File: src/rtl/instruction_fetch.sv
// Fetch stage: PC register driving the instruction ROM and a one-entry output register.
// Define FETCH_HALT_DETECT_EN to stop fetching after HALT_WORD has been delivered.
module instruction_fetch #(
    parameter int unsigned          WIDTH     = 32,
    parameter int unsigned          ADDR_BITS = 12,
    parameter logic [ADDR_BITS-1:0] RESET_PC  = '0,
    parameter logic [WIDTH-1:0]     HALT_WORD = '1
) (
    input  logic                 clk,
    input  logic                 reset,
    output logic [ADDR_BITS-1:0] pc_addr,
    input  logic [WIDTH-1:0]     rom_data,
    output logic [WIDTH-1:0]     instr_out,
    output logic [ADDR_BITS-1:0] instr_pc,
    output logic                 instr_valid,
    input  logic                 instr_ready,
    input  logic                 redirect_valid,
    input  logic [ADDR_BITS-1:0] redirect_addr,
    output logic                 halted
);

`ifdef FETCH_HALT_DETECT_EN
    localparam bit HaltDetect = 1'b1;
`else
    localparam bit HaltDetect = 1'b0;
`endif

    typedef enum logic {StRun, StHalt} state_e;

    state_e               state_q, state_d;
    logic [ADDR_BITS-1:0] pc_q, pc_d;
    logic [WIDTH-1:0]     out_q, out_d;
    logic [ADDR_BITS-1:0] ipc_q, ipc_d;
    logic                 valid_q, valid_d;
    logic                 out_free;
    logic                 halt_hit;

    assign out_free = !valid_q || instr_ready;
    assign halt_hit = HaltDetect && (rom_data == HALT_WORD);

    always_comb begin
        state_d = state_q;
        pc_d    = pc_q;
        out_d   = out_q;
        ipc_d   = ipc_q;
        valid_d = valid_q;
        if (redirect_valid) begin
            // Flush wins over any simultaneous accept or capture.
            pc_d    = redirect_addr;
            valid_d = 1'b0;
            state_d = StRun;
        end else begin
            unique case (state_q)
                StRun: begin
                    if (out_free) begin
                        out_d   = rom_data;
                        ipc_d   = pc_q;
                        valid_d = 1'b1;
                        if (halt_hit) begin
                            state_d = StHalt;
                        end else begin
                            pc_d = pc_q + 1'b1;
                        end
                    end
                end
                StHalt: begin
                    if (instr_ready) begin
                        valid_d = 1'b0;
                    end
                end
                default: state_d = StRun;
            endcase
        end
    end

    always_ff @(posedge clk or posedge reset) begin
        if (reset) begin
            state_q <= StRun;
            pc_q    <= RESET_PC;
            out_q   <= '0;
            ipc_q   <= '0;
            valid_q <= 1'b0;
        end else begin
            state_q <= state_d;
            pc_q    <= pc_d;
            out_q   <= out_d;
            ipc_q   <= ipc_d;
            valid_q <= valid_d;
        end
    end

    assign pc_addr     = pc_q;
    assign instr_out   = out_q;
    assign instr_pc    = ipc_q;
    assign instr_valid = valid_q;
    assign halted      = HaltDetect && (state_q == StHalt);

endmodule
File: config.mk
export PLATFORM = sky130hd
export DESIGN_NAME = instruction_fetch
export DESIGN_NICKNAME = d
export VERILOG_FILES = /design/src/rtl/instruction_fetch.sv
export SDC_FILE = /design/constraint.sdc
export NUM_CORES = 1
export LEC_CHECK = 0
export CAP_MARGIN = 10
export CORE_MARGIN = 4
export CORE_UTILIZATION = 44
export CTS_CLUSTER_DIAMETER = 50
export DETAILED_ROUTE_END_ITERATION = 10
export PLACE_DENSITY_LB_ADDON = 0.25
export SLEW_MARGIN = 20
export SYNTH_ARGS = -nofsm -noshare
export SYNTH_HDL_FRONTEND = slang
export SYNTH_SLANG_ARGS = --single-unit
File: constraint.sdc
create_clock -name clk -period 2.7 [get_ports clk]
set_input_delay 0.54 -clock clk [delete_from_list [all_inputs] [get_ports clk]]
set_output_delay 0.54 -clock clk [all_outputs]
set_load 0.03 [all_outputs]
# After elaboration in Yosys (flattened, before gate mapping)
# Cells that the tools add are included.
[op_classes] add_sub_neg=1 eq_ne=3 mux=9 bitwise=2 reduce_logical=6
[op_table] operator="$mux W12" n=3
[op_table] operator="$add A12 B1 Y12 const B" n=1
[op_table] operator="$ne A3 B3 Y1 const B" n=2
[op_table] operator="$mux W1" n=5
[op_table] operator="$reduce_and A2 Y1" n=2
[op_table] operator="$reduce_and A3 Y1" n=1
[op_table] operator="$ne A2 B2 Y1 const B" n=1
[op_table] operator="$not A1 Y1" n=2
[op_table] operator="$pmux W1 S2" n=1
[op_table] operator="$reduce_bool A2 Y1" n=1
[op_table] operator="$logic_not A1 Y1" n=1
[op_table] operator="$logic_or A1 B1 Y1" n=1
[word_totals] reg_bits=58 inputBits=48 out_inout_bits=58 elab_cells=26

# Longest topological paths before layout
[logic_depth] ltp_word=5 ltp_mapped=5 ltp_nobuf=4

# Least setup slack after synthesis
# Ideal clock, no wire load.
[synth_path] path_type="register to register" start="register pc_q[0], in the netlist pc_addr[0]" end="register pc_q[11], in the netlist pc_addr[11]" setup_ps=124 t_arrival_ps=1638 required_ps=2576 setup_slack_ps=938 stages_incl_launch_ff=5 n_path_buf=0 period_less_slack_ps=1762 cell_sequence="dfrtp_1 > nand2_1 > or3_1 > o31a_1 > o31a_1"
[synth_via] elab_chain_len=4
[synth_lines] element="from (decl)" line_no="31" rtl="logic [ADDR_BITS-1:0] pc_q, pc_d;"
[synth_lines] element="from (signal assigned)" line_no="85" rtl="pc_q <= pc_d;"
[synth_lines] element="$add A12 B1 Y12" line_no="62" rtl="pc_d = pc_q + 1'b1;"
[synth_lines] element="$mux W12" line_no="55" rtl="if (out_free) begin"
[synth_lines] element="$mux W12" line_no="53" rtl="unique case (state_q)"
[synth_lines] element="$mux W12" line_no="47" rtl="if (redirect_valid) begin"
# No other way between the ends. The select of a mux whose other input is x is not followed.
# A chain may end at the register's enable or synchronous reset.

# Final worst setup path
[layout_path] start="register pc_q[5], in the netlist pc_addr[5]" end="output pc_addr[5]"
[layout_rtl] element="to (decl)" line_no="11" rtl="output logic [ADDR_BITS-1:0] pc_addr,"
# No word-level cell between the ends.

==> impl_metrics.py <==
metrics = {
    "timing": {
        "timing_max_transition_violations_final": 0,
        "grt_setup_unrepaired": "false",
        "setup-tns-final_ns": 0,
        "clock_skew_ns": 0.008877,
        "f_max_ghz": 0.4687,
        "worstMarginPinSlew_ns": 0.7214,
        "worst_slew_margin_rel_pct": 51.84,
        "final-setup-viol-count": 0,
        "fin_crit_ns": 2.134,
        "hold_viol_final": 0,
        "timing.final.crit_share_pct": 79.02,
    },
    "drt": {
        "finalWirelength_um": 5747,
        "residual_drc": 0,
        "vias": 1759,
        "drt-initial-drc-count": 42,
        "route.antenna.remaining_nets": 0,
        "drt-vias-per-instance": 4.913,
        "detail_route.wl_per_cell_um": 16.05,
        "drt_pre_antenna_iters": 4,
    },
    "placed_design": {
        "gp_congestion": 0.7644,
        "io_buffer_count": 104,
        "post-dp-hpwl_um": 4289,
    },
    "synth": {
        "mappedNetlistNets": 221,
        "postSynthCellCount": 172,
        "synthDistinctLibCells": 29,
        "synth_enable_flop_cells": 0,
        "asyncSetResetFlopFracSynth_pct": 100.0,
        "yosysWarningCount": 0,
        "synth_seq_cells": 57,
        "syn_area_per_cell_um2": 13.67,
        "synth_sequential_area_ratio_pct": 60.67,
        "synth_flop_cell": "dfrtp_1",
        "mappedNetlistArea_um2": 2351,
    },
    "cts": {
        "cts.root.buffer_cell": "clkbuf_8",
        "clock_buffers_created_by_tritoncts": 9,
        "h-tree-depth": 3,
        "clock_slew_at_reported_path_ffs_ns": 0.07,
        "buffer_depth_of_the_longest_clock_path": 2,
        "clock_insertion_delay_worst_skew_ns": 0.33,
        "numClockSinks": 57,
        "count_of_hold_fix_buffers_inserted_at_cts": 0,
        "post_cts_setup_buffer_count": 0,
        "tritoncts": "built",
        "post_cts_resized": 0,
    },
    "power": {
        "clock_power_share_pct": 29.9,
        "seq_power_share_pct": 40.5,
        "p_per_area_nw_per_um2": 702.3,
        "switching_share_pct": 31.15,
        "internal-power_mw": 1.798,
        "power_leakage_nw": 1.521,
        "vdd_ir_drop_max_v": 0.0004702,
        "p_comb_share_pct": 29.7,
        "power.net_switching_uw": 813.5,
    },
    "die": {
        "die_height_um": 81.10,
        "die-area_um2": 6576,
        "initial_core_util_pct": 45.74,
        "die-width_um": 81.10,
        "floorplan.core_area_um2": 5140,
        "rows": 26,
        "io_pins": 106,
    },
    "setup_path": {
        "startpoint_type": "flip-flop",
        "worst_setup_path_startpoint": "pc_addr[5]",
        "worstSetupPathType": "reg -> out",
        "cp_max_fo": 7,
        "crit_path_cell_trace": "clkdlybuf4s50_1",
        "end_kind": "primary output",
        "crit_required_ns": 2.16,
        "cp_slowest_cell": "clkdlybuf4s50_1",
        "critical_path.reg2reg.startpoint": "instr_valid",
        "critical_path.top_delay_family": "buffers and inverters",
        "worstPathBufferInverterCount": 1,
        "critPathArrivalTime_ns": 1.59,
        "critical_path.max_stage_delay_ns": 0.75,
    },
    "finish": {
        "n_fill_cell": 391,
        "finish.utilization_pct": 72.35,
        "final_layout_size_suffix_gt1_share_pct": 22.92,
        "synthToLayoutAreaGrowth_pct": 58.17,
        "finalNetCount": 332,
        "num_antenna_cells": 0,
    },
    "global_routing": {
        "maximum_number_of_pins_on_one_net_before_global_route_repair": 35,
        "grt_remaining_overflow": 0,
        "grt_use_total_pct": 19.30,
        "first_global_vias": 1946,
        "antenna_violations_before_repair": 0,
        "grt_first_pass_wirelength_um": 9446,
    },
    "worst_hold_path": {
        "hold_path.class": "reg -> reg",
        "hold_path.startpoint": "instr_pc[5]",
    },
    "outcome": {
        "result_of_the_run": "finished clean",
    },
    "flow_run": {
        "count_of_maximum_capacitance_violations": 0,
    },
}
==> flip-flops by register name, summed over array words and instances, names as in the netlist <==
| name | flops |
|---|---|
| instr_valid | 1 |
| instr_out | 32 |
| instr_pc | 12 |
| pc_addr | 12 |
==> worst paths after layout <==
check	cells after the start	endpoint	slack (ns)
max	1	pc_addr[5]	0.57
min	1	instr_pc[5]	0.50
max reg2reg	5	instr_out[18]	0.95
min reg2reg	1	instr_pc[5]	0.50
max in group asynchronous	3	instr_pc[5]	1.47
min in group asynchronous	2	instr_out[7]	0.65
==> synthesized netlist by cell type (3+ instances only) <==
library cell	instances	area share [%]
mux2_2	44	21
inv_1	3	0.48
dfrtp_1	57	61
xnor2_1	4	1.5
o21ai_0	10	2.1
buf_2	5	1.1
nor4_1	3	0.80
nand2_1	14	2.2
nand4_1	4	1.1
xor2_1	5	1.9
==> layer usage <==
metal	vias up	global-route usage (%)	part of all wire, %
li1	828	-	-
met1	856	22.58	39
met2	66	32.35	51
met3	9	6.098	7.5
met4	0	8.784	1.8
met5	-	0	0
==> placed cells by master, fill, tap and decap left out, types with 2 or more instances in the layout <==
| cell type | synthesis | layout |
|---|---|---|
| buf_16 | 0 | 2 |
| clkbuf_1 | 2 | 3 |
| clkbuf_8 | 0 | 10 |
| clkdlybuf4s50_1 | 0 | 104 |
| clkinv_2 | 0 | 2 |
| dfrtp_1 | 57 | 57 |
| inv_1 | 3 | 2 |
| mux2_2 | 44 | 44 |
| nand2_1 | 14 | 14 |
| nand2b_1 | 2 | 2 |
| nand4_1 | 4 | 4 |
| nor4_1 | 3 | 3 |
| o21ai_0 | 10 | 10 |
| o31a_1 | 2 | 2 |
| xnor2_1 | 4 | 4 |
| xor2_1 | 5 | 5 |
==> through the flow <==
| stage | total power [mW] | instance area, um^2 | std cells | worst slack (ns) | hold slack (ns) |
|---|---|---|---|---|---|
| finish | 2.611 | 3719 | 358 | 0.5665 | 0.5033 |
| global route | 2.734 | 3719 | 358 | 0.5149 | 0.5214 |
| CTS | 2.639 | 3719 | 358 | 0.5534 | 0.5074 |
| detailed placement | 1.855 | 3530 | 342 | 0.4018 | 0.4946 |
| global placement | 1.827 | 3475 | 340 | 0.08018 | 0.4899 |
| floorplan | 1.476 | 2351 | 172 | 0.7604 | 0.6228 |
==> power by group through the flow <==
stage	registers [mW]	logic, mW	clock network [mW]
2_1_floorplan	1.30	0.175	0
3_3_place_gp	1.07	0.757	0
3_5_place_dp	1.07	0.781	0
4_1_cts	1.06	0.786	0.794
5_1_grt	1.08	0.817	0.841
6_report	1.06	0.775	0.780
==> cell type report <==
class,count,area (um^2),area share [%]
Timing Repair Buffer,108,1124,30.22
Multi-Input combinational cell,104,880.8,23.69
Sequential cell,57,1426,38.36
Tap cell,70,87.58,2.355
Inverter,3,11.26,0.3028
Clock inverter,3,40.04,1.077
Clock buffer,13,148.9,4.004
==> cell families (layout without fill, tap and decap cells) <==
logic type	Yosys count	count (layout)	share of synthesized area (%)
buf+inv	11	127	2.182
xor+xnor	9	9	3.353
other cells	1	1	0.1595
fa+ha+maj	1	1	0.5321
simple gates	34	34	8.143
compound gates	14	14	3.460
flops	57	57	60.67
mux	45	45	21.50
Power figures use the tool's default switching activity.
